<file path="src/rtl/sp_array_fifo_ctrl.sv">
// rtl/sp_array_fifo_ctrl.sv - FIFO controller around a single-port 256x7 array (optional bypass: SP_ARRAY_FIFO_BYPASS_EN)
module sp_array_fifo_ctrl #(
  parameter int W     = 7,
  parameter int AW    = 8,
  parameter int DEPTH = 256
) (
  input  logic          clock,
  input  logic          reset_n,
  input  logic          enq_valid,
  output logic          enq_ready,
  input  logic [W-1:0]  enq_data,
  output logic          deq_valid,
  input  logic          deq_ready,
  output logic [W-1:0]  deq_data,
  output logic [AW:0]   count,
  output logic          mem_en,
  output logic          mem_wmode,
  output logic [AW-1:0] mem_addr,
  output logic [W-1:0]  mem_wdata,
  input  logic [W-1:0]  mem_rdata
);

  localparam logic [AW:0] RAM_FULL = (AW+1)'(DEPTH);

  logic [W-1:0]  wbuf;
  logic          wbuf_v;
  logic [AW:0]   ram_cnt;
  logic [AW-1:0] wptr;
  logic [AW-1:0] rptr;
  logic          rd_pend;
  logic          rr_last;
  logic [W-1:0]  ob0;
  logic [W-1:0]  ob1;
  logic [1:0]    obuf_cnt;

  logic          obuf_space;
  logic          rd_ok;
  logic          wr_ok;
  logic          byp_ok;
  logic          do_rd;
  logic          do_wr;
  logic          do_byp;
  logic          enq_fire;
  logic          deq_fire;
  logic          push;
  logic [W-1:0]  push_data;

  // A read may only issue when its result is guaranteed a slot in obuf.
  assign obuf_space = ({1'b0, obuf_cnt} + {2'b00, rd_pend}) < 3'd2;
  assign rd_ok      = (ram_cnt != '0) && obuf_space;
  assign wr_ok      = wbuf_v && (ram_cnt != RAM_FULL);

`ifdef SP_ARRAY_FIFO_BYPASS_EN
  // Bypass only when nothing older sits in the RAM or the read pipeline.
  assign byp_ok = wbuf_v && (ram_cnt == '0) && !rd_pend && (obuf_cnt != 2'd2);
`else
  assign byp_ok = 1'b0;
`endif

  // Arbitrate the single array port; round-robin when both sides want it.
  always_comb begin
    do_byp = 1'b0;
    do_rd  = 1'b0;
    do_wr  = 1'b0;
    if (byp_ok) begin
      do_byp = 1'b1;
    end else if (rd_ok && wr_ok) begin
      do_rd = !rr_last;
      do_wr = rr_last;
    end else if (rd_ok) begin
      do_rd = 1'b1;
    end else if (wr_ok) begin
      do_wr = 1'b1;
    end
  end

  assign mem_en    = do_rd || do_wr;
  assign mem_wmode = do_wr;
  assign mem_addr  = do_wr ? wptr : rptr;
  assign mem_wdata = wbuf;

  assign enq_ready = !wbuf_v || do_wr || do_byp;
  assign enq_fire  = enq_valid && enq_ready;
  assign deq_valid = obuf_cnt != 2'd0;
  assign deq_data  = ob0;
  assign deq_fire  = deq_valid && deq_ready;

  // Bypass and read capture never coincide, so one push port suffices.
  assign push      = do_byp || rd_pend;
  assign push_data = do_byp ? wbuf : mem_rdata;

  assign count = ram_cnt + (AW+1)'(wbuf_v) + (AW+1)'(rd_pend) + (AW+1)'(obuf_cnt);

  // Staging register, RAM pointers/occupancy and arbitration history.
  always_ff @(posedge clock or negedge reset_n) begin
    if (!reset_n) begin
      wbuf    <= '0;
      wbuf_v  <= 1'b0;
      ram_cnt <= '0;
      wptr    <= '0;
      rptr    <= '0;
      rd_pend <= 1'b0;
      rr_last <= 1'b0;
    end else begin
      if (enq_fire) begin
        wbuf   <= enq_data;
        wbuf_v <= 1'b1;
      end else if (do_wr || do_byp) begin
        wbuf_v <= 1'b0;
      end
      if (do_wr) begin
        wptr    <= wptr + 1'b1;
        ram_cnt <= ram_cnt + 1'b1;
        rr_last <= 1'b0;
      end else if (do_rd) begin
        rptr    <= rptr + 1'b1;
        ram_cnt <= ram_cnt - 1'b1;
        rr_last <= 1'b1;
      end
      rd_pend <= do_rd;
    end
  end

  // Two-entry output queue; ob0 is always the head.
  always_ff @(posedge clock or negedge reset_n) begin
    if (!reset_n) begin
      ob0      <= '0;
      ob1      <= '0;
      obuf_cnt <= '0;
    end else begin
      case ({push, deq_fire})
        2'b10: begin
          if (obuf_cnt == 2'd0) ob0 <= push_data;
          else                  ob1 <= push_data;
          obuf_cnt <= obuf_cnt + 2'd1;
        end
        2'b01: begin
          ob0      <= ob1;
          obuf_cnt <= obuf_cnt - 2'd1;
        end
        2'b11: begin
          if (obuf_cnt == 2'd1) begin
            ob0 <= push_data;
          end else begin
            ob0 <= ob1;
            ob1 <= push_data;
          end
        end
        default: ;
      endcase
    end
  end

endmodule

</file>
<file path="config.mk">
export PLATFORM = sky130hd
export DESIGN_NAME = sp_array_fifo_ctrl
export DESIGN_NICKNAME = d
export VERILOG_FILES = /design/src/rtl/sp_array_fifo_ctrl.sv
export SDC_FILE = /design/constraint.sdc
export NUM_CORES = 1
export LEC_CHECK = 0
export BUFFER_PORTS_ARGS = -buffer_cell sky130_fd_sc_hd__buf_2
export CAP_MARGIN = 20
export CORE_MARGIN = 2
export CORE_UTILIZATION = 40
export CTS_CLUSTER_DIAMETER = 80
export DETAILED_ROUTE_END_ITERATION = 8
export HOLD_SLACK_MARGIN = 0.02
export SYNTH_ARGS = -nofsm -noshare
export SYNTH_HDL_FRONTEND = slang
export SYNTH_SLANG_ARGS = --single-unit
export TNS_END_PERCENT = 100
</file>
<file path="constraint.sdc">
create_clock -name clock -period 3 [get_ports clock]
set_input_delay 0.75 -clock clock [delete_from_list [all_inputs] [get_ports clock]]
set_output_delay 0.75 -clock clock [all_outputs]
set_load 0.005 [all_outputs]
</file>
==> results of run 1 <==
## logic make-up (layout without fill, tap and decap cells)
kind of cell	after synthesis	after routing	share of synthesized area
buffers and inverters	24	92	0.0357
and+or+nand+nor	96	96	0.181
AOI/OAI and AO/OA	46	46	0.120
xor gates and xnor gates	32	32	0.0963
adders and majority gates	14	14	0.0653
DFF	51	51	0.438
muxes	16	16	0.0632
## registers in the layout, summed over array words and instances, names as in the netlist
register and cells:
ob1 7, wbuf_v 1, rr_last 1, wptr 8
mem_wdata 7, push 1, obuf_cnt 2, deq_data 7
rptr 8, ram_cnt 9
## how the worst min path moves through the flow
stage	from	end	slack (ns)	depth (start not counted)
floorplan	wptr[7]	wptr[7]	0.44	1
global placement	deq_data[0]	deq_data[0]	0.46	2
detailed placement	wptr[7]	wptr[7]	0.46	1
CTS	wptr[7]	wptr[7]	0.47	1
global route	wptr[7]	wptr[7]	0.49	1
finish	wptr[7]	wptr[7]	0.47	1
## where the power goes
group	switching, mW	internal, mW	total [mW]
logic	1.25	1.22	2.47
registers	0.297	1.01	1.31
clock network	0.247	0.253	0.501
## cells in the mapped netlist (all sizes together)
library cell	instances
a211o	2
a21o	3
a21oi	6
a22oi	7
a311oi	2
a31oi	6
and3	4
and4	5
buf	6
clkbuf	5
dfrtp	51
fa	2
ha	12
inv	13
mux2	16
nand2	44
nand2b	1
nand3	6
nand4	11
nor2	6
nor2b	3
nor3	2
nor4	5
o211ai	1
o21ai	18
o31ai	1
or3	5
or4	4
xnor2	26
xor2	6
## layer usage
metal | wire, um | vias up
li1 | - | 1119
met2 | 2740 | 42
met4 | 46 | 0
met3 | 299 | 4
met1 | 2980 | 1048
met5 | 0 | -
## critical path: cells and delay by family (launching register included)
family                   cells  cell delay (ns)
AO/OA/AOI/OAI                1             0.08
flip-flops                   1             0.41
AND/OR/NAND/NOR              2             0.28
buffers and inverters        2             0.17
adder cells (fa/ha/maj)      3             1.08
XOR/XNOR                     1             0.13
## through the flow
step | hold WS (ns) | power [mW] | std cells
CTS | 0.474 | 4.29 | 443
floorplan | 0.441 | 2.89 | 279
finish | 0.471 | 4.28 | 446
global route | 0.488 | 4.71 | 446
global placement | 0.457 | 3.65 | 433
detailed placement | 0.459 | 3.69 | 433
## final cells by class
class / instances / area [um^2] / share of cell area
flip-flops and latches: 51 / 1280 / 0.362
clock inverters: 3 / 47.5 / 0.0135
inverters: 13 / 48.8 / 0.0139
repair buffers: 71 / 403 / 0.114
well taps: 99 / 124 / 0.0352
multi-input cells: 204 / 1550 / 0.441
clock buffers: 5 / 68.8 / 0.0195
## what timing repair did
action,in CTS,in global routing
gates cloned,0,0
pin swaps,3,3
buffers inserted,2,3
gates resized for setup,7,1
setup endpoints to repair,5,15
==> impl_metrics.env, run 1 <==
export IMPL_core_area_um2=7140
export IMPL_avgViaCountPerCell=4.96
export IMPL_crit_arrival_ns=2.46
export IMPL_grt_use_met2=0.243
export IMPL_drc_errors=0
export IMPL_grt_start_max_net_pins=52
export IMPL_mostFrequentLayoutCells="buf_2 (52), dfrtp_1 (51), nand2_1 (44), xnor2_1 (25), buf_4 (19)"
export IMPL_cts_made_buffers=5
export IMPL_synth_net_count=311
export IMPL_grt_pass1_vias=2133
export IMPL_slowest_stage="fa_1"
export IMPL_cts_sinks=51
export IMPL_firstDrtPassIters=4
export IMPL_die_h_um=89.3
export IMPL_fin_nets=378
export IMPL_ys_seq_area_frac=0.438
export IMPL_netlist_area_leader_share=0.438
export IMPL_die_w_um=89.3
export IMPL_syn_instance_count=279
export IMPL_setup_viol=3
export IMPL_netlist_area_um2=2910
export IMPL_fin_skew_ns=0.00975
export IMPL_grt_pass1_wl_um=10200
export IMPL_placed_area_um2=3350
export IMPL_insertion_delay_ns=0.31
export IMPL_io_pins=53
export IMPL_gp_congestion=0.736
export IMPL_clockRootBuffer="clkbuf_8"
export IMPL_dp_slack_ns=-0.0290
export IMPL_hold_violations=0
export IMPL_synth_cell_types=43
export IMPL_rrSetupSlack_ns=0.32
export IMPL_ys_warn_count=0
export IMPL_maxSlewHeadroom=0.471
export IMPL_stdcell_area_um2=3520
export IMPL_period_share=1.07
export IMPL_clockBufferDepth=2
export IMPL_status="finished with violations"
export IMPL_synthTopCellsByArea="dfrtp_1 (44%), xnor2_1 (7.8%), nand2_1 (5.7%), ha_1 (5.2%), mux2_2 (5.0%)"
export IMPL_leakagePower_nw=1.62
export IMPL_final_common_cell="buf_2"
export IMPL_start_util=0.408
export IMPL_final_core_util=0.494
export IMPL_portBuffers=52
export IMPL_ys_ff_latch=51
export IMPL_htree_levels=2
export IMPL_startpoint_type="flop"
export IMPL_cp_required_ns=2.25
export IMPL_antenna_found_initial=0
export IMPL_yosysTopAreaCell="dfrtp_1"
export IMPL_cts_hold_buffers_added=0
export IMPL_p_per_area_nw_per_um2=1220
export IMPL_reg2regPathDepth=10
export IMPL_layout_drive_gt1_share=0.331
export IMPL_clk_pin_slew_ns=0.10
export IMPL_violations="setup timing"
export IMPL_cts_tree="yes"
export IMPL_r2r_start="ram_cnt[7]"
export IMPL_drt_wl_total_um=6070
export IMPL_fill_cells=708
export IMPL_fin_crit_ns=3.21
export IMPL_maxSlewViolCount=0
export IMPL_setup_worst_path_end="count[8]"
export IMPL_tns_ns=-0.594
export IMPL_first_iter_violations=106
export IMPL_max_freq_ghz=0.312
export IMPL_timing_critical_path_slowest_cell_delay_ns=0.55
export IMPL_r2r_end="ram_cnt[8]"
export IMPL_fin_ws_ns=-0.208
export IMPL_grt_overflow=0
export IMPL_drt_wirelength_per_cell_um=13.6
export IMPL_endpoint_kind="output pin"
export IMPL_crit_path_max_fanout=3
export IMPL_dieArea_um2=7980
export IMPL_path_cells="fa_1 > ha_2 > inv_2 > fa_2 > nor2b_2 > o21ai_2 > nor2_1 > xnor2_1 > buf_2"
export IMPL_num_vias=2213
export IMPL_rsz0062_at_grt="yes"
export IMPL_cap_violations=0
export IMPL_globalRouteMet1Util=0.236
export IMPL_worstMarginPinSlew_ns=0.794
export IMPL_area_growth_syn_to_layout_pct=21.0
export IMPL_n_antenna_cell=0
export IMPL_hpwlAfterDp_um=4380
export IMPL_ir_drop_uv=421
export IMPL_grt_usage=0.163
export IMPL_busiest_layer="met2"
export IMPL_syn_avg_cell_area_um2=10.4
export IMPL_critPathLaunch="wbuf_v"
export IMPL_rows=31
export IMPL_path_class="reg2out"
export IMPL_min_path_type="reg2reg"
export IMPL_met3_usage=0.0369
export IMPL_ant_nets=0
Power figures use the tool's default switching activity.
==> run 2: changes to the inputs <==
RECOVER_POWER = 25   (was unset)
==> impl_metrics.env, run 2 (synthesized netlist as in run 1, its figures left out) <==
export IMPL_die_w_um=89.3
export IMPL_crit_arrival_ns=2.46
export IMPL_portBuffers=52
export IMPL_rsz0062_at_grt="yes"
export IMPL_layout_drive_gt1_share=0.331
export IMPL_worstMarginPinSlew_ns=1.29
export IMPL_status="finished with violations"
export IMPL_cts_sinks=51
export IMPL_startpoint_type="flop"
export IMPL_hold_violations=0
export IMPL_n_antenna_cell=0
export IMPL_drt_wirelength_per_cell_um=13.6
export IMPL_cp_required_ns=2.25
export IMPL_clockBufferDepth=2
export IMPL_cap_violations=0
export IMPL_setup_viol=3
export IMPL_ant_nets=0
export IMPL_start_util=0.408
export IMPL_leakagePower_nw=1.62
export IMPL_final_common_cell="buf_2"
export IMPL_avgViaCountPerCell=4.96
export IMPL_fin_nets=378
export IMPL_clockRootBuffer="clkbuf_8"
export IMPL_cts_hold_buffers_added=0
export IMPL_grt_overflow=0
export IMPL_first_iter_violations=106
export IMPL_clk_pin_slew_ns=0.10
export IMPL_maxSlewHeadroom=0.141
export IMPL_cts_made_buffers=5
export IMPL_violations="setup timing"
export IMPL_insertion_delay_ns=0.31
export IMPL_num_vias=2213
export IMPL_crit_path_max_fanout=3
export IMPL_maxSlewViolCount=0
export IMPL_core_area_um2=7140
export IMPL_grt_pass1_vias=2133
export IMPL_grt_pass1_wl_um=10200
export IMPL_final_core_util=0.493
export IMPL_endpoint_kind="output pin"
export IMPL_antenna_found_initial=0
export IMPL_regMostFlops="ram_cnt"
export IMPL_grt_start_max_net_pins=52
export IMPL_ir_drop_uv=421
export IMPL_min_path_type="reg2reg"
export IMPL_fin_crit_ns=3.21
export IMPL_mostFrequentLayoutCells="buf_2 (52), dfrtp_1 (51), nand2_1 (44), xnor2_1 (25), buf_4 (18)"
export IMPL_drc_errors=0
export IMPL_grt_usage=0.163
export IMPL_io_pins=53
export IMPL_p_per_area_nw_per_um2=1220
export IMPL_area_growth_syn_to_layout_pct=20.9
export IMPL_firstDrtPassIters=4
export IMPL_cts_tree="yes"
export IMPL_largest_register_ffs=9
export IMPL_whs_ns=0.471
export IMPL_max_freq_ghz=0.312
export IMPL_fin_skew_ns=0.00975
export IMPL_reg_top3="ram_cnt x9, rptr x8, wptr x8"
export IMPL_gp_congestion=0.736
export IMPL_period_share=1.07
export IMPL_htree_levels=2
export IMPL_path_class="reg2out"
export IMPL_rows=31
export IMPL_drt_wl_total_um=6070
export IMPL_hpwlAfterDp_um=4380
export IMPL_dieArea_um2=7980
export IMPL_die_h_um=89.3
export IMPL_fin_ws_ns=-0.208
-- run 2: changes by cell type in the layout (fill, tap and decap cells not counted), sizes merged --
cell	previous run	this run
buf	71	70
clkbuf	5	6
-- run 2: final cells by class --
| type | instances | area [um^2] |
|---|---|---|
| Tap cell | 99 | 124 |
| Clock inverter | 3 | 47.5 |
| Inverter | 13 | 48.8 |
| Clock buffer | 5 | 68.8 |
| Fill cell | 709 | 3620 |
| Timing Repair Buffer | 71 | 400 |
| Multi-Input combinational cell | 204 | 1550 |
| Sequential cell | 51 | 1280 |
-- run 2: final timing paths --
| path | slack (ns) | from | to | depth (start not counted) |
|---|---|---|---|---|
| worst min-delay path | 0.47 | wptr[7] | wptr[7] | 1 |
| worst max-delay path | -0.21 | wbuf_v | count[8] | 9 |
| worst min register to register | 0.47 | wptr[7] | wptr[7] | 1 |
| worst max register to register | 0.32 | ram_cnt[7] | ram_cnt[8] | 10 |
| min in group asynchronous | 0.79 | reset_n | ram_cnt[6] | 2 |
| max in group asynchronous | 1.43 | reset_n | wptr[7] | 2 |
-- run 2: report_power, final --
| part | total, mW | switching [mW] | internal (mW) |
|---|---|---|---|
| logic | 2.47 | 1.25 | 1.22 |
| clock network | 0.501 | 0.247 | 0.253 |
| registers | 1.31 | 0.297 | 1.01 |
-- run 2: repair_timing --
| action | CTS | global route |
|---|---|---|
| endpoints found under the setup margin | 5 | 15 |
| pin swaps | 3 | 3 |
| resized for setup | 7 | 1 |
| buffers inserted | 2 | 3 |
-- run 2: per-layer routing --
metal,GRT usage,wire length (um)
met1,0.236,2980
met2,0.243,2740
met5,0,0
met4,0.0475,46
met3,0.0369,299
-- run 2: stage by stage --
stage                     area, um^2  std cells  setup slack, ns  power [mW]  TNS, ns
after floorplan                 2910        279            0.109        2.89        0
after global placement          3350        433           0.0723        3.65        0
after detailed placement        3350        433          -0.0290        3.69  -0.0490
after CTS                       3490        443           -0.199        4.29   -0.566
after global routing            3520        446           -0.318        4.71    -1.03
final                           3520        446           -0.208        4.28   -0.594
-- run 2: worst max-delay path, stage by stage (launching register included) --
cell	delay, ns
dfrtp_1	0.41
fa_1	0.55
ha_2	0.18
inv_2	0.04
fa_2	0.35
nor2b_2	0.15
o21ai_2	0.08
nor2_1	0.13
xnor2_1	0.13
buf_2	0.13
